`src/rtl/cpu_pkg.sv`:
```
// Shared CPU encodings: hazard FSM states and EX-stage operand forwarding selects.
// The forwarding encoding is also used by the ExecUnit operand muxes.
package cpu_pkg;

  typedef enum logic [1:0] {
    ST_RUN      = 2'd0,
    ST_LU_STALL = 2'd1,
    ST_BR_FLUSH = 2'd2
  } hz_state_e;

  typedef enum logic [1:0] {
    FWD_RF  = 2'b00,
    FWD_MEM = 2'b01,
    FWD_WB  = 2'b10
  } fwd_sel_e;

endpackage

```
`src/rtl/hazard_ctrl_fwd.sv`:
```
// Operand forwarding select for one EX source register.
// The MEM-stage ALU result takes priority over the WB value. A load in MEM
// cannot forward because its data is not available until WB. $0 never forwards.
module fwd_unit
  import cpu_pkg::*;
#(
  parameter int RA_W = 5
) (
  input  logic [RA_W-1:0] src,
  input  logic            mem_regwr,
  input  logic            mem_memtoreg,
  input  logic [RA_W-1:0] mem_rw,
  input  logic            wb_regwr,
  input  logic [RA_W-1:0] wb_rw,
  output logic [1:0]      fwd
);

  logic mem_hit;
  logic wb_hit;

  assign mem_hit = mem_regwr && !mem_memtoreg && (mem_rw != '0) && (mem_rw == src);
  assign wb_hit  = wb_regwr && (wb_rw != '0) && (wb_rw == src);

  // Priority select: MEM over WB over the register file.
  always_comb begin
    // NOTE: assigning a default first keeps every path driven, so no latch is inferred.
    fwd = FWD_RF;
    if (mem_hit)     fwd = FWD_MEM;
    else if (wb_hit) fwd = FWD_WB;
  end

endmodule

```
`src/rtl/hazard_ctrl.sv`:
```
// Pipeline sequencer for the 5-stage datapath. It detects load-use and taken
// branch hazards and drives the PC, IF/ID and ID/EX controls with zero latency.
// It also drives the EX forwarding selects. A private shadow copy of the
// EX/MEM/WB destination and control fields means it needs no pipeline taps.
module hazard_ctrl
  import cpu_pkg::*;
#(
  parameter int RA_W  = 5,
  parameter int CNT_W = 32
) (
  input  logic             clk,
  input  logic             reset,
  input  logic [RA_W-1:0]  id_rs,
  input  logic [RA_W-1:0]  id_rt,
  input  logic             id_use_rs,
  input  logic             id_use_rt,
  input  logic [RA_W-1:0]  id_rw,
  input  logic             id_regwr,
  input  logic             id_memtoreg,
  input  logic             id_branch,
  input  logic             ex_br_taken,
  output logic             pc_we,
  output logic             ifid_we,
  output logic             ifid_flush,
  output logic             idex_bubble,
  output logic             pc_sel_br,
  output logic [1:0]       fwd_a,
  output logic [1:0]       fwd_b,
  output logic [CNT_W-1:0] stall_cnt,
  output logic [CNT_W-1:0] flush_cnt
);

  typedef struct packed {
    logic [RA_W-1:0] rs;
    logic [RA_W-1:0] rt;
    logic            use_rs;
    logic            use_rt;
    logic [RA_W-1:0] rw;
    logic            regwr;
    logic            memtoreg;
    logic            branch;
  } shadow_t;

  localparam logic [CNT_W-1:0] CNT_ONE = CNT_W'(1);

  hz_state_e state;
  shadow_t   id_s, ex_q, mem_q, wb_q;
  logic      load_use, br, take_br, take_lu;
  logic      shadow_unused;

  assign id_s = '{rs: id_rs, rt: id_rt, use_rs: id_use_rs, use_rt: id_use_rt,
                  rw: id_rw, regwr: id_regwr, memtoreg: id_memtoreg,
                  branch: id_branch};

  // Hazard terms are only acted upon in RUN. In LU_STALL and BR_FLUSH the EX
  // stage holds a bubble, so the controls stay at their defaults.
  assign load_use = ex_q.memtoreg && ex_q.regwr && (ex_q.rw != '0) &&
                    ((id_use_rs && (id_rs == ex_q.rw)) ||
                     (id_use_rt && (id_rt == ex_q.rw)));
  assign br       = ex_q.branch && ex_br_taken;
  assign take_br  = (state == ST_RUN) && br;
  assign take_lu  = (state == ST_RUN) && load_use && !br;

  // Combinational pipeline controls from the current hazard decision.
  always_comb begin
    pc_we       = 1'b1;
    ifid_we     = 1'b1;
    ifid_flush  = 1'b0;
    idex_bubble = 1'b0;
    pc_sel_br   = 1'b0;
    if (take_br) begin
      pc_sel_br   = 1'b1;
      ifid_flush  = 1'b1;
      idex_bubble = 1'b1;
    end else if (take_lu) begin
      pc_we       = 1'b0;
      ifid_we     = 1'b0;
      idex_bubble = 1'b1;
    end
  end

  // FSM, shadow pipeline and saturating performance counters.
  always_ff @(posedge clk or posedge reset) begin
    if (reset) begin
      state     <= ST_RUN;
      ex_q      <= '0;
      mem_q     <= '0;
      wb_q      <= '0;
      stall_cnt <= '0;
      flush_cnt <= '0;
    end else begin
      // NOTE: non-blocking updates let MEM take the old EX and WB take the old MEM on the same edge.
      if (take_br)      state <= ST_BR_FLUSH;
      else if (take_lu) state <= ST_LU_STALL;
      else              state <= ST_RUN;
      ex_q  <= idex_bubble ? '0 : id_s;
      mem_q <= ex_q;
      wb_q  <= mem_q;
      if (take_lu && (stall_cnt != '1)) stall_cnt <= stall_cnt + CNT_ONE;
      if (take_br && (flush_cnt != '1)) flush_cnt <= flush_cnt + CNT_ONE;
    end
  end

  // Shadow fields kept for completeness but not needed by the decision logic.
  assign shadow_unused = ^{ex_q.use_rs, ex_q.use_rt, mem_q, wb_q};

  fwd_unit #(.RA_W(RA_W)) u_fwd_a (
    .src          (ex_q.rs),
    .mem_regwr    (mem_q.regwr),
    .mem_memtoreg (mem_q.memtoreg),
    .mem_rw       (mem_q.rw),
    .wb_regwr     (wb_q.regwr),
    .wb_rw        (wb_q.rw),
    .fwd          (fwd_a)
  );

  fwd_unit #(.RA_W(RA_W)) u_fwd_b (
    .src          (ex_q.rt),
    .mem_regwr    (mem_q.regwr),
    .mem_memtoreg (mem_q.memtoreg),
    .mem_rw       (mem_q.rw),
    .wb_regwr     (wb_q.regwr),
    .wb_rw        (wb_q.rw),
    .fwd          (fwd_b)
  );

endmodule

```
`config.mk`:
```
export PLATFORM = sky130hd
export DESIGN_NAME = hazard_ctrl
export DESIGN_NICKNAME = d
export VERILOG_FILES = /design/src/rtl/cpu_pkg.sv /design/src/rtl/hazard_ctrl_fwd.sv /design/src/rtl/hazard_ctrl.sv
export SDC_FILE = /design/constraint.sdc
export NUM_CORES = 1
export LEC_CHECK = 0
export BUFFER_PORTS_ARGS = -buffer_cell sky130_fd_sc_hd__clkbuf_2
export CAP_MARGIN = 10
export CORE_MARGIN = 1.5
export CORE_UTILIZATION = 38
export DETAILED_ROUTE_END_ITERATION = 12
export SLEW_MARGIN = 10
export SYNTH_ARGS = -nofsm -noshare
export SYNTH_HDL_FRONTEND = slang
export SYNTH_HIERARCHICAL = 1
export SYNTH_SLANG_ARGS = --single-unit
```
`constraint.sdc`:
```
create_clock -name clk -period 2.6 [get_ports clk]
set_clock_uncertainty 0.1 [all_clocks]
set_input_delay 0.13 -clock clk [delete_from_list [all_inputs] [get_ports clk]]
set_output_delay 0.13 -clock clk [all_outputs]
set_load 0.005 [all_outputs]
```
After elaboration in Yosys (flattened, before gate mapping)
Cells that the tools add are included.
- $add $sub $neg: 2
- $mul: 0
- div/mod/pow operators: 0
- order comparisons: 0
- equality and inequality tests: 8
- shifts and indexed selects: 0
- multiplexer cells: 12
- bitwise operators: 0
- reductions and logical operators: 25
- operators by type and width (kind ; count):
    $add A32 B1 Y32 const B ; 2
    $ne A32 B32 Y1 const B ; 2
    $eq A5 B5 Y1 ; 6
    $mux W20 ; 1
    $logic_and A1 B1 Y1 ; 18
    $reduce_bool A5 Y1 ; 3
    $mux W2 ; 5
    $mux W1 ; 6
    $logic_not A1 Y1 ; 2
    $logic_not A2 Y1 ; 1
    $logic_or A1 B1 Y1 ; 1
- flip-flop bits (word level): 97
- latch bits: 0
- bits in writable memories: 0
- ROM bits: 0
- output and inout port bits: 73
- word-level logic and storage cells: 61
- memories: 0

Longest topological paths before layout
Gate-level depths: netlist (run 1).
- depth after elaboration: 9
- depth in mapped cells: 9
- mapped depth without buffers: 8

Hierarchy
Netlist (run 1), hierarchy kept.
- by module, submodules not included (module ; times used ; cells each ; area each (um2)):
    hazard_ctrl ; 1 ; 381 ; 4281.6
    fwd_unit ; 2 ; 22 ; 168.9

Least setup slack after synthesis (run 1)
Ideal clock, no wire load.
- path kind: register -> register
- from: reg stall_cnt[20]
- to: reg stall_cnt[1]
- data arrival time: 1.951 ns
- required time: 2.373 ns
- setup slack: 0.422 ns
- stages on the path, launching flop included: 7
- buffers on the path: 1
- path through: dfrtp_1 > and4_1 > and3_2 > nand3_1 > o311ai_4 > buf_6 > mux2_1
- longest elaborated chain between the ends: 2
- ends and longest elaborated chain (what ; line ; source):
    start: declaration ; hazard_ctrl.sv:29 ; output logic [CNT_W-1:0] stall_cnt,
    start signal: assignment ; hazard_ctrl.sv:99 ; if (take_lu && (stall_cnt != '1)) stall_cnt <= stall_cnt + CNT_ONE;
    $ne A32 B32 Y1 ; hazard_ctrl.sv:99 ;
    $logic_and A1 B1 Y1 ; hazard_ctrl.sv:99 ;
Every way passes these cells.
A chain may end at the register's enable or synchronous reset.

Worst setup path after layout (run 1)
- from: reg ex_q[4] in the netlist's numbering
- to: out idex_bubble
- longest elaborated chain between the ends: 8
- elaborated cells between the ends (all ways): 12
- classes of those cells: 2 x eq/ne; 2 x mux; 8 x reduce/logical
- ends and longest elaborated chain (what ; line ; source):
    start: declaration ; hazard_ctrl.sv:47 ; shadow_t id_s, ex_q, mem_q, wb_q;
    start signal: assignment ; hazard_ctrl.sv:96 ; ex_q <= idex_bubble ? '0 : id_s;
    $eq A5 B5 Y1, on equally long branches ; hazard_ctrl.sv:58, hazard_ctrl.sv:59 ;
    $logic_and A1 B1 Y1, on equally long branches ; hazard_ctrl.sv:58, hazard_ctrl.sv:59 ;
    $logic_or A1 B1 Y1 ; hazard_ctrl.sv:58 ; ((id_use_rs && (id_rs == ex_q.rw)) ||
    $logic_and A1 B1 Y1 (*) ; hazard_ctrl.sv:57 ; assign load_use = ex_q.memtoreg && ex_q.regwr && (ex_q.rw != '0) &&
    $logic_and A1 B1 Y1 (*) (2 in series) ; hazard_ctrl.sv:62 ; assign take_lu = (state == ST_RUN) && load_use && !br;
    $mux W1 (*) ; hazard_ctrl.sv:75 ; end else if (take_lu) begin
    $mux W1 (*) ; hazard_ctrl.sv:71 ; if (take_br) begin
    end: declaration ; hazard_ctrl.sv:25 ; output logic idex_bubble,
Every way passes the cells marked *; elsewhere a longest branch is shown, timed or not.

==> metrics.cfg, run 1 <==
[status]
status = complete, no violations

[grt]
grt_max_degree = 48
grt_use_total_pct = 16.8
grt_pass1_wl_um = 17000
gr-total-overflow = 0
grt_pass1_vias = 3433
antenna_found_initial = 0

[sta]
tightest_slew_ns = 0.778
fin_crit_ns = 2.41
relSlewSlack_pct = 48.0
slew_violations = 0
rsz0062_at_grt = no
period_share_pct = 92.6
finalHoldViolations = 0
setup_tns_ns = 0
setup_viol = 0
max_freq_ghz = 0.416

[synth]
ys_ff_latch = 97
synth_simple_gate_area_share_pct = 24.1
synth_top_family_by_area = simple AND/OR/NAND/NOR gates
postSynthAreaPerCell_um2 = 10.9
synth_fp_nets = 450
synthCells = 425
synth-adder-area-share_pct = 0.542
synth-async-reset-ratio_pct = 100
synth_ff_type = dfrtp_1
ys_seq_area_share_pct = 52.5
muxShareOfSynthArea_pct = 0.488
synth_edf_count = 0
synth_cell_type_count = 42
synth_compound_area_share_pct = 2.25
yosysWarnings = 6
netlist_area_mm2 = 0.00462
synthXorXnorAreaFrac_pct = 16.7

[clock_tree]
numCtsBuffers = 9
clk_latency_ns = 0.34
clockBufferDepth = 2
post_cts_buffers = 0
cts_root_buffer = clkbuf_16
h-tree-depth = 3
cts_tree = done
path_clk_slew_ns = 0.06
clock-sinks = 97

[critical_path]
path_cells = or4_1 > nor2_2 > nor4_2 > buf_4 > nand2_2 > buf_6 > inv_1 > nor2_1 > inv_1 > clkbuf_2
crit_top_cell = inv_1
critPathBufInv = 5
arrival_ns = 2.18
crit_fanout = 11
cp-end-kind = primary output
critPathSlowestCell = or4_1
cp_top_family = simple AND/OR/NAND/NOR gates
required_ns = 2.37
max_stage_delay_ns = 0.55
critPathKind = reg2out
start_kind = flop

[routing]
wl_um = 10200
dr.pass1.iters = 4
via_per_inst = 4.91
vias = 3411
drc = 0
ant_nets = 0
drtIter0Drc = 94
wl_per_cell_um = 14.7

[floorplanning]
core.rowCount = 40
initial_utilization_pct = 38.8
dieHeight_um = 113
core-area_mm2 = 0.0119
die_x_um = 113
io_pins = 96
die_area_mm2 = 0.0128

[final_layout]
fin_area_mm2 = 0.00575
antenna_cells = 0
fillers = 1141
area_growth_pct = 24.5
nets = 569
drive_gt1_share_pct = 26.1

[power_and_ir_drop]
p_leak_nw = 2.79
irDropWorstVdd_mv = 0.258
p_per_area_mw_per_mm2 = 573

[flow_run]
maxCapViolations = 0

[placement]
finalWeightedCongestion = 0.831
placed_cell_area_mm2 = 0.00527
hpwl_um = 7480
port-buffer-count = 95

[min_path]
min_path_type = in2reg

flip-flops by register name, summed over array words and instances (netlist names):
signal and cells:
ex_q 18, wb_q 6, flush_cnt 32, mem_q 7
stall_cnt 32, state 2
worst min-delay path: stages:
cell	delay [ns]
clkbuf_2	0.10
nand2_1	0.07
or3_4	0.24
clkinv_4	0.12
logic make-up after synthesis:
group | count (synthesis)
XOR/XNOR | 88
multiplexers | 2
AND/OR/NAND/NOR | 193
AO/OA/AOI/OAI | 10
adder cells (fa/ha/maj) | 2
flip-flops | 97
buffers and inverters | 33
placed cells by master, fill, tap and decap left out, drive strengths merged, types with 2 or more instances in the layout:
master	count
nand3	30
nand2	35
nor3	26
inv	16
dfrtp	97
or3	3
and3	24
and2	2
xor2	45
nor4b	2
o211ai	2
buf	9
and4	5
nor4	16
ha	2
clkinv	3
a21oi	2
o21ai	2
nor2	26
clkbuf	106
mux2	2
dlygate4sd3	19
nand4	20
xnor2	43
power by group:
part / switching, mW / internal [mW]
clock network: 0.540 / 0.736
logic: 0.155 / 0.169
registers: 0.108 / 1.59
through the flow:
step / util, % / setup slack [ns] / hold WS, ns / power [mW] / cells
after floorplan: - / 0.422 / 0.183 / 1.90 / 425
after global placement: 44.3 / 0.312 / 0.187 / 2.02 / 660
after detailed placement: 44.3 / 0.268 / 0.205 / 2.03 / 660
after CTS: 48.2 / 0.0588 / 0.276 / 3.34 / 693
after global routing: 48.3 / 0.0189 / 0.307 / 3.45 / 694
final: 48.3 / 0.193 / 0.281 / 3.30 / 694
worst paths after layout:
kind	startpoint	endpoint	slack, ns	cells after the start
setup / recovery	ex_q[4]	idex_bubble	0.19	10
hold / removal	ex_br_taken	state[1]	0.28	4
setup reg to reg	state[1]	flush_cnt[27]	0.28	7
hold reg to reg	ex_q[2]	mem_q[2]	0.29	0
max in group asynchronous	reset	flush_cnt[1]	1.32	4
min in group asynchronous	reset	stall_cnt[16]	0.36	3
routing by layer:
layer	global-route usage, %	part of all wire (%)	vias to the layer above
met5	0	0	-
met2	25.9	48	70
li1	-	-	1694
met3	2.52	2.7	21
met4	8.42	2.7	0
met1	23.1	47	1626
area by class of cell:
cell class / instances / area, µm² / area share [%]
Clock buffer: 11 / 233 / 4.05
Clock inverter: 3 / 43.8 / 0.761
Timing Repair Buffer: 123 / 747 / 13.0
Multi-Input combinational cell: 295 / 2040 / 35.5
Sequential cell: 97 / 2430 / 42.2
Tap cell: 147 / 184 / 3.20
Inverter: 18 / 76.3 / 1.33
repair_timing:
action / CTS / global route
endpoints found under the hold margin: 49 / 0
hold buffers: 19 / 0
setup endpoints to repair: 0 / 1
resized for setup: 0 / 3
Yosys cell counts (4+ instances only):
library cell | count | area share [%]
nor4_1 | 14 | 1.9
nor3_2 | 10 | 2.2
nand4_1 | 20 | 2.7
and3_1 | 23 | 3.1
and4_1 | 4 | 0.76
clkbuf_1 | 6 | 0.49
dfrtp_1 | 97 | 53
xor2_1 | 45 | 8.5
buf_4 | 4 | 0.65
nor3_1 | 16 | 1.7
xnor2_1 | 43 | 8.2
inv_1 | 17 | 1.4
nand2_1 | 35 | 2.8
nor2_1 | 25 | 2.0
nand3_1 | 29 | 3.1
Power figures use the tool's default switching activity.
==> run 2: changes to the inputs <==
--- a/config.mk
+++ b/config.mk
@@ -10,6 +10,7 @@
 export CORE_MARGIN = 1.5
 export CORE_UTILIZATION = 38
 export DETAILED_ROUTE_END_ITERATION = 12
+export REMOVE_ABC_BUFFERS = 1
 export SLEW_MARGIN = 10
 export SYNTH_ARGS = -nofsm -noshare
 export SYNTH_HDL_FRONTEND = slang
==> run 2 against run 1 <==
  * Worst hold slack got worse by 0.12 ns
  * Via count increased by 0.79%
  * Routed wire length rose by 1.0%
  * Sequential power barely moved
  * Largest cell class unchanged
  * Largest power group unchanged
  * Highest routed layer unchanged
==> metrics.cfg, run 2 (synthesis results as in run 1) <==
[critical_path]
cp_top_family = simple AND/OR/NAND/NOR gates
critPathLaunch = ex_q[4]
critPathKind = reg2out
reg2reg_from = state[1]
crit_fanout = 4  ; -7
arrival_ns = 2.18  ; about the same
path_cells = or4_1 > nor2_1 > nor4_2 > buf_4 > nand2_1 > buf_6 > inv_1 > nor2_1 > inv_1 > clkbuf_2
required_ns = 2.37  ; about the same
start_kind = flop
r2r_slack_ns = 0.27  ; about the same
cp-end-kind = primary output
worstRegToRegCells = 7  ; unchanged
max_stage_delay_ns = 0.53  ; -0.02 ns
critPathBufInv = 5  ; unchanged
worstSetupEndpoint = idex_bubble
rr_endpoint = flush_cnt[25]
crit_cells = 10  ; unchanged
critPathSlowestCell = or4_1

[routing]
via_per_inst = 4.93  ; +0.36%
wl_per_cell_um = 14.8  ; +0.60%
dr.pass1.iters = 4  ; unchanged
vias = 3438  ; +0.79%
drc = 0  ; unchanged
wl_um = 10300  ; +1.0%
ant_nets = 0  ; unchanged
drtIter0Drc = 107  ; +14%

[sta]
setup_viol = 0  ; unchanged
fin_crit_ns = 2.41  ; -0.00104 ns
max_freq_ghz = 0.416  ; about the same
whs_ns = 0.157  ; -0.124 ns
period_share_pct = 92.5  ; about the same
slew_violations = 0  ; unchanged
finalHoldViolations = 0  ; unchanged
tightest_slew_ns = 0.492  ; -0.286 ns
rsz0062_at_grt = no
relSlewSlack_pct = 66.9  ; +19 points
fin_ws_ns = 0.195  ; +0.00104 ns
setup_tns_ns = 0  ; unchanged

[final_layout]
final_common_cell = dfrtp_1
final_cell_mix = 97 x dfrtp_1, 95 x clkbuf_2, 45 x xor2_1
area_growth_pct = 25.8
reg.largest.list = flush_cnt (32), stall_cnt (32), ex_q (18)
nets = 570  ; +0.18%
antenna_cells = 0  ; unchanged
drive_gt1_share_pct = 26.5  ; +0.40 points

[grt]
gr-total-overflow = 0  ; unchanged
met2_usage_pct = 28.0  ; +2.1 points
grt_max_degree = 49  ; +2.1%
grtUsageMet3_pct = 3.70  ; +1.2 points
grt_pass1_wl_um = 17000  ; +0.44%
antenna_found_initial = 0  ; unchanged
grt_use_total_pct = 17.0  ; +0.28 points
grt_pass1_vias = 3495  ; +1.8%
grt.busiest_layer = met2
met1_usage_pct = 21.3  ; -1.8 points

[clock_tree]
clock-sinks = 97  ; unchanged
h-tree-depth = 3  ; unchanged
clockBufferDepth = 2  ; unchanged
cts_root_buffer = clkbuf_16
numCtsBuffers = 9  ; unchanged
clk_latency_ns = 0.35  ; about the same
path_clk_slew_ns = 0.07  ; about the same
cts_tree = done

[power_and_ir_drop]
p_leak_nw = 2.83  ; +1.2%
irDropWorstVdd_mv = 0.275  ; +6.7%
total_power_mw = 3.47  ; +5.2%
p_per_area_mw_per_mm2 = 597  ; +4.2%

[min_path]
min_path_type = in2async

[floorplanning]
die_area_mm2 = 0.0128  ; unchanged
core-area_mm2 = 0.0119  ; unchanged
dieHeight_um = 113  ; unchanged
die_x_um = 113  ; unchanged
core.rowCount = 40  ; unchanged
initial_utilization_pct = 38.8  ; unchanged
io_pins = 96  ; unchanged

[placement]
finalWeightedCongestion = 0.792  ; -4.7%
post-place-ws_ns = 0.272  ; +0.00391 ns
port-buffer-count = 95  ; unchanged
hpwl_um = 7620  ; +1.8%

[flow_run]
maxCapViolations = 0  ; unchanged

[status]
status = complete, no violations

## run 2: per-stage QoR
step | area [µm²] | instances | util, %
floorplan | 4540 | 410 | -
global placement | 5280 | 661 | 44.3
detailed placement | 5280 | 661 | 44.3
CTS | 5800 | 696 | 48.7
global route | 5810 | 697 | 48.8
finish | 5810 | 697 | 48.8
## run 2: worst min path at each step
stage	start	to	slack, ns	cells after the start
global route	reset	stall_cnt[3]	0.19	3
global placement	reset	stall_cnt[16]	-0.02	2
floorplan	id_branch	ex_q[0]	0.18	1
detailed placement	reset	stall_cnt[17]	-0.02	2
CTS	reset	stall_cnt[3]	0.15	3
finish	reset	stall_cnt[3]	0.16	3
## run 2: final cells by class
class / count / area, µm²
well taps: 147 / 184
clock inverters: 6 / 90.1
inverters: 18 / 75.1
repair buffers: 124 / 757
clock buffers: 10 / 239
multi-input cells: 295 / 2040
flip-flops and latches: 97 / 2430
fillers: 1110 / 6100
## run 2: what timing repair did
item,CTS,global route
gates resized for setup,0,1
endpoints found under the hold margin,83,0
endpoints found under the setup margin,0,1
buffers inserted,0,1
hold buffers,19,0
## run 2: worst register-to-register path, stage by stage, from the launching register on
cell and delay, ns:
dfrtp_1 0.39, or3_4 0.50, clkinv_4 0.12, nand3_2 0.10, a31oi_4 0.22, or3b_1 0.50
nor2_1 0.17, xor2_1 0.15
## run 2: routing by layer
| layer | share of wire [%] | vias up |
|---|---|---|
| met4 | 2.8 | 0 |
| met5 | 0 | - |
| met2 | 50 | 62 |
| met3 | 3.0 | 22 |
| li1 | - | 1697 |
| met1 | 44 | 1657 |
## run 2: power by group
part           total [mW]  internal (mW)  switching, mW
sequential           1.70           1.59          0.111
clock                1.45          0.872          0.575
combinational       0.324          0.169          0.155
